`config.mk`:
```
export PLATFORM = sky130hd
export DESIGN_NAME = reduce_streak_detector
export DESIGN_NICKNAME = d
export VERILOG_FILES = /design/src/rtl/reduce_streak_detector.sv
export SDC_FILE = /design/constraint.sdc
export NUM_CORES = 1
export LEC_CHECK = 0
export BUFFER_PORTS_ARGS = -buffer_cell sky130_fd_sc_hd__buf_2
export CAP_MARGIN = 5
export CELL_PAD_IN_SITES_DETAIL_PLACEMENT = 1
export CELL_PAD_IN_SITES_GLOBAL_PLACEMENT = 1
export CORE_ASPECT_RATIO = 0.75
export CORE_MARGIN = 5
export CORE_UTILIZATION = 31
export CTS_CLUSTER_DIAMETER = 200
export CTS_CLUSTER_SIZE = 14
export DETAILED_ROUTE_END_ITERATION = 8
export GPL_ROUTABILITY_DRIVEN = 1
export PLACE_DENSITY_LB_ADDON = 0.1
export SLEW_MARGIN = 20
export SYNTH_ARGS = -nofsm -noshare
export SYNTH_HDL_FRONTEND = slang
export SYNTH_SLANG_ARGS = --single-unit
```
`constraint.sdc`:
```
create_clock -name clk -period 1.85 [get_ports clk]
set_clock_uncertainty 0.05 [all_clocks]
set_input_delay 0.37 -clock clk [delete_from_list [all_inputs] [get_ports clk]]
set_output_delay 0.37 -clock clk [all_outputs]
set_load 0.01 [all_outputs]
```
`src/rtl/reduce_streak_detector.sv`:
```
// Registered AND/OR/XOR/NAND reduction of a WIDTH-bit word with a HOLD-sample streak detector.
// Optional macro DETECT_STICKY_EN: once detected, detect/b hold until clear or reset.
module reduce_streak_detector #(
    parameter  int unsigned WIDTH = 8,
    parameter  int unsigned HOLD  = 4,
    localparam int unsigned CNT_W = $clog2(HOLD + 1)
) (
    input  logic             clk,
    input  logic             rst_n,
    input  logic             in_valid,
    input  logic [WIDTH-1:0] a,
    input  logic [1:0]       mode,
    input  logic             clear,
    output logic             match,
    output logic             out_valid,
    output logic [CNT_W-1:0] streak,
    output logic             detect,
    output logic [WIDTH-1:0] b
);

    typedef enum logic [1:0] {
        IDLE     = 2'd0,
        COUNT    = 2'd1,
        DETECTED = 2'd2
    } state_t;

    localparam logic [CNT_W-1:0] HOLD_C = CNT_W'(HOLD);

    state_t           state, state_n;
    logic             match_n, out_valid_n, res;
    logic [CNT_W-1:0] streak_n;

    always_ff @(posedge clk) begin
        if (!rst_n) begin
            state     <= IDLE;
            match     <= 1'b0;
            out_valid <= 1'b0;
            streak    <= '0;
        end else begin
            state     <= state_n;
            match     <= match_n;
            out_valid <= out_valid_n;
            streak    <= streak_n;
        end
    end

    always_comb begin
        res = 1'b0;
        case (mode)
            2'b00:   res = &a;
            2'b01:   res = |a;
            2'b10:   res = ^a;
            default: res = ~&a;
        endcase
    end

    always_comb begin
        state_n     = state;
        match_n     = match;
        out_valid_n = 1'b0;
        streak_n    = streak;
        if (clear) begin
            state_n  = IDLE;
            match_n  = 1'b0;
            streak_n = '0;
        end else if (in_valid) begin
            match_n     = res;
            out_valid_n = 1'b1;
            if (res)
                streak_n = (streak == HOLD_C) ? HOLD_C : streak + 1'b1;
            else
                streak_n = '0;
            // State is derived from the updated streak so HOLD=1 goes straight to DETECTED.
            if (streak_n == HOLD_C)
                state_n = DETECTED;
            else if (streak_n == '0)
                state_n = IDLE;
            else
                state_n = COUNT;
`ifdef DETECT_STICKY_EN
            if (state == DETECTED)
                state_n = DETECTED;
`endif
        end
    end

    assign detect = (state == DETECTED);
    assign b      = {WIDTH{detect}};

endmodule

```
==> results of run 1 <==
cell families after synthesis:
group,Yosys count,synth area share
buf+inv,23,0.193
compound gates,13,0.170
simple gates,12,0.124
fa+ha+maj,10,0.207
flops,7,0.232
xor+xnor,4,0.0580
mux,1,0.0166
cell type report:
class                           instances  area, µm²
Sequential cell                         7        140
Timing Repair Buffer                   28        143
Inverter                               15       56.3
Tap cell                               22       27.5
Multi-Input combinational cell         40        348
Fill cell                             242       1050
Clock buffer                            4       26.3
synth_stat cells, drive strengths merged (2+ instances only):
cell,number
xor2,2
a31oi,3
xnor2,2
ha,10
buf,8
dfxtp,7
nand3,3
inv,15
a22o,4
nor2b,2
metrics by stage:
| stage | instances | area, µm² | hold slack (ns) | setup WS, ns | total power [µW] |
|---|---|---|---|---|---|
| 3_3_place_gp | 112 | 714 | 0.385 | 0.0538 | 248 |
| 3_5_place_dp | 112 | 714 | 0.395 | -0.00684 | 253 |
| 2_1_floorplan | 70 | 604 | 0.391 | 0.226 | 216 |
| 4_1_cts | 116 | 741 | 0.408 | 0.242 | 399 |
| 5_1_grt | 116 | 741 | 0.429 | 0.150 | 421 |
| 6_report | 116 | 741 | 0.408 | 0.282 | 390 |
layer usage:
layer | vias up | part of all wire | global-route usage
met5 | - | 0 | 0
met4 | 0 | 0 | 0.0390
met3 | 0 | 0.10 | 0.0582
met2 | 21 | 0.43 | 0.186
met1 | 269 | 0.47 | 0.147
li1 | 278 | - | -
state kept, by name (all words and copies together), names as in the netlist:
signal and cells:
match 1, streak 3, state 2, out_valid 1
how the worst max path moves through the flow:
stage | startpoint | slack, ns | cells after the start | endpoint
CTS | state[1] | 0.24 | 2 | b[6]
detailed placement | a[6] | -0.007 | 7 | state[1]
finish | a[6] | 0.28 | 7 | state[1]
floorplan | a[6] | 0.23 | 6 | state[1]
global placement | a[6] | 0.05 | 7 | state[0]
global route | state[1] | 0.15 | 2 | b[4]
where the power goes:
| group | internal [µW] | leakage [µW] | total [µW] | switching, µW |
|---|---|---|---|---|
| Clock | 82.5 | 0.0000150 | 141 | 58.9 |
| Combinational | 41.9 | 0.000378 | 89.1 | 47.2 |
| Sequential | 156 | 0.0000569 | 159 | 3.59 |
worst register-to-register path: stages, from the launching register on:
cell and delay, ns:
dfxtp_1 0.41, inv_1 0.07, ha_1 0.33, or2_2 0.32, a22o_1 0.20
==> results.ini, run 1 <==
[pwr]
peakVddDrop_mv=0.320
p_leak_uw=0.000450
powerDensity_nw_per_um2=526

[floorplan]
rows=13
die_x_um=61.0
start_util=0.338
core_um2=1790
ioPinCount=28
die_height_um=48.2
die_area_um2=2940

[cells_and_area]
mostFrequentLayoutCells=buf_2, inv_1, ha_1
drive_gt1_frac=0.351
fin_nets=119
syn_to_final_growth_pct=22.6
diodes=0
final_core_util=0.414
layout_commonest_cell=buf_2

[routing]
drtIter0Drc=10
drc=0
vias=568
vias_per_cell=4.90
routed_wl_um=1520
drt_first_pass_iters=4
wl_per_cell_um=13.1
ant_nets=0

[grt]
grt_use_total=0.120
grt_pass1_vias=521
grt_max_degree=10
overflow=0
antenna_found_initial=0
grt_pass1_wl_um=2360

[sta]
tightestPinTransition_ns=0.384
slew_viol_final=0
rsz0062_at_grt=no
setup_viol=0
slew-limit-headroom=0.743
fin_crit_sh=0.847
finalCriticalPeriod_ns=1.57
hold_viol_final=0
setup_tns_ns=0
clock.fmax_mhz=638

[clocking]
clock_latency_ns=0.26
cts_max_level=1
cts_resized=0
cts_hold_buf=0
path_clk_slew_ns=0.05
clk_path_buf_depth=2
root_buffer=clkbuf_4
cts_buffers=3
cts_tree=done
post_cts_buffers=0
clock_sinks=7

[synthesis]
yosysTopAreaCell=dfxtp_1
async_reset_ff_frac=0
synth_edf_count=0
synth.distinct_cells=24
yosysSeqAreaShare=0.232
ys.flop_type=dfxtp_1
synth.ff_latch_count=7
synth.avg_cell_area_um2=8.63
yosys-top-cells-area=dfxtp_1, ha_1, buf_4
syn_inst=70
syn_nets=94
netlist_area_um2=604
ys_warn_count=0
yosysTopAreaCellShare=0.232

[critical_path]
slowest_stage=a32o_2
critPathTopFamily=compound AO/OA/AOI/OAI gates
cp_max_fo=5
max_stage_delay_ns=0.32
r2r_end=state[0]
worstSetupPathType=primary input to flop
crit_chain=buf_2, inv_1, ha_1, xor2_1, xnor2_1, a32o_2, a22o_1
startpoint_type=primary input
r2r_cells=4
path_buf_inv=2
cp.arrival_ns=1.67
r2r_slack_ns=0.38
end_kind=flop
critical_path_required_ns=1.95
reg2reg_from=streak[0]

[placed_design]
dp_hpwl_um=1350
io_buffer_count=27
gp_congestion=0.710

[worst_hold_path]
whs_path_depth=1
hp-class=flop to flop
min-delay-start=match
worstHoldEndpoint=match

[flow_run]
maxCapViolCount=0

[outcome]
status=finished, final reports clean

Power figures use the tool's default switching activity.
==> inputs of run 2 (changes only) <==
==> constraint.sdc (replaced) <==
create_clock -name clk -period 1.61 [get_ports clk]
set_clock_uncertainty 0.05 [all_clocks]
set_input_delay 0.322 -clock clk [delete_from_list [all_inputs] [get_ports clk]]
set_output_delay 0.322 -clock clk [all_outputs]
set_load 0.01 [all_outputs]
==> run 2 against run 1 <==
Against the previous run:
- total power rose by 17%
- sequential cell count unchanged
- worst setup slack worse by 0.17 ns
- clock power increased by 6%
- routed wire length decreased by 8.7%
- via count down 0.18%
- largest cell class unchanged
- hold slack got worse by 0.0087 ns
==> results.ini, run 2 (synthesis gave the netlist of run 1 again) <==
[pwr]
powerDensity_nw_per_um2=582  ; was 526 nW/µm²
peakVddDrop_mv=0.491  ; was 0.320 mV
p_leak_uw=0.000474  ; was 0.000450 µW
total_power_uw=455  ; was 390 µW

[routing]
drc=0  ; unchanged
ant_nets=0  ; unchanged
drt_first_pass_iters=4  ; unchanged
routed_wl_um=1390  ; was 1520 µm
vias=567  ; was 568
wl_per_cell_um=11.4  ; was 13.1 µm
drtIter0Drc=15  ; was 10
vias_per_cell=4.69  ; was 4.90

[floorplan]
core_um2=1790  ; unchanged
die_area_um2=2940  ; unchanged
ioPinCount=28  ; unchanged
die_x_um=61.0  ; unchanged
die_height_um=48.2  ; unchanged
start_util=0.338  ; unchanged
rows=13  ; unchanged

[cells_and_area]
largest_registers=streak: 3 flops, state: 2 flops  ; unchanged
final_core_util=0.436  ; was 0.414
syn_to_final_growth_pct=29.2  ; was 22.6%
largest_register=streak  ; unchanged
drive_gt1_frac=0.394  ; was 0.351
diodes=0  ; unchanged
fin_nets=124  ; was 119
largest_register_ffs=3  ; unchanged
layout_commonest_cell=buf_2  ; unchanged
mostFrequentLayoutCells=buf_2, inv_1, ha_1  ; unchanged

[clocking]
clk_path_buf_depth=2  ; unchanged
clock_sinks=7  ; unchanged
root_buffer=clkbuf_4  ; unchanged
cts_max_level=1  ; unchanged
cts_buffers=3  ; unchanged
cts_hold_buf=0  ; unchanged
cts_tree=done  ; unchanged
path_clk_slew_ns=0.05  ; about the same
clock_latency_ns=0.24  ; was 0.26 ns

[flow_run]
maxCapViolCount=0  ; unchanged

[placed_design]
pre_cts_ws_ns=-0.149  ; was -0.00684 ns
gp_congestion=0.674  ; was 0.710
io_buffer_count=27  ; unchanged
dp_hpwl_um=1270  ; was 1350 µm

[sta]
setup_tns_ns=0  ; unchanged
rsz0062_at_grt=no  ; unchanged
hold_viol_final=0  ; unchanged
tightestPinTransition_ns=0.264  ; was 0.384 ns
clock.fmax_mhz=667
setup_viol=0  ; unchanged
slew-limit-headroom=0.819  ; was 0.743
finalCriticalPeriod_ns=1.50
slew_viol_final=0  ; unchanged
setup_ws_ns=0.110  ; was 0.282 ns
fin_crit_sh=0.932

[critical_path]
crit_start=a[6]  ; unchanged
worstSetupPathType=primary input to flop  ; unchanged
crit_end=streak[2]  ; was state[1]
reg2reg_from=streak[0]  ; unchanged
r2r_cells=4  ; unchanged
startpoint_type=primary input  ; unchanged
cp.arrival_ns=1.57  ; was 1.67 ns
cp_max_fo=2  ; was 5
critical_path_required_ns=1.68  ; was 1.95 ns
end_kind=flop  ; unchanged
r2r_slack_ns=0.16  ; was 0.38 ns
r2r_end=state[0]  ; unchanged

[grt]
grt_max_degree=10  ; unchanged
overflow=0  ; unchanged
grt_pass1_wl_um=2160  ; was 2360 µm
grt_use_total=0.103  ; was 0.120
antenna_found_initial=0  ; unchanged
grt_pass1_vias=529  ; was 521

[outcome]
status=finished, final reports clean  ; unchanged

[worst_hold_path]
hp-class=flop to flop  ; unchanged

## run 2: through the flow
step,instance area [µm²],std cells,hold slack (ns)
6_report,781,121,0.399
5_1_grt,781,121,0.416
4_1_cts,778,121,0.402
3_5_place_dp,752,117,0.390
3_3_place_gp,752,117,0.380
2_1_floorplan,604,70,0.391
## run 2: layout make-up
| type | count | area [µm²] |
|---|---|---|
| sequential | 7 | 140 |
| fill | 243 | 1010 |
| multi-input combinational | 40 | 350 |
| clock buffer | 4 | 26.3 |
| tap | 22 | 27.5 |
| inverter | 15 | 56.3 |
| timing repair buffer | 33 | 180 |
## run 2: critical path, stage by stage
cell and delay, ns:
buf_2 0.09, inv_1 0.04, ha_1 0.29, xor2_1 0.18, xnor2_1 0.14, buf_4 0.14
a221oi_1 0.29, a31oi_1 0.08
## run 2: power breakdown
group | total (µW) | internal (µW) | switching (µW)
logic | 121 | 65.4 | 56.0
registers | 183 | 179 | 4.10
clock network | 150 | 94.0 | 55.6
total | 455 | 339 | 116
## run 2: worst min-delay path by stage
stage | cells after the start | from | to
global route | 4 | mode[0] | streak[2]
CTS | 1 | match | match
detailed placement | 1 | match | match
floorplan | 1 | state[1] | state[1]
global placement | 1 | match | match
finish | 1 | match | match
## run 2: timing repair
item / CTS / global route
setup endpoints to repair: 0 / 8
gates resized for setup: 0 / 1
setup buffers: 0 / 0
## run 2: metal layers
layer	vias to the layer above	track usage	part of all wire
met5	-	0	0
met4	0	0	0
met1	253	0.135	0.47
met2	23	0.160	0.42
met3	0	0.0556	0.11
li1	291	-	-
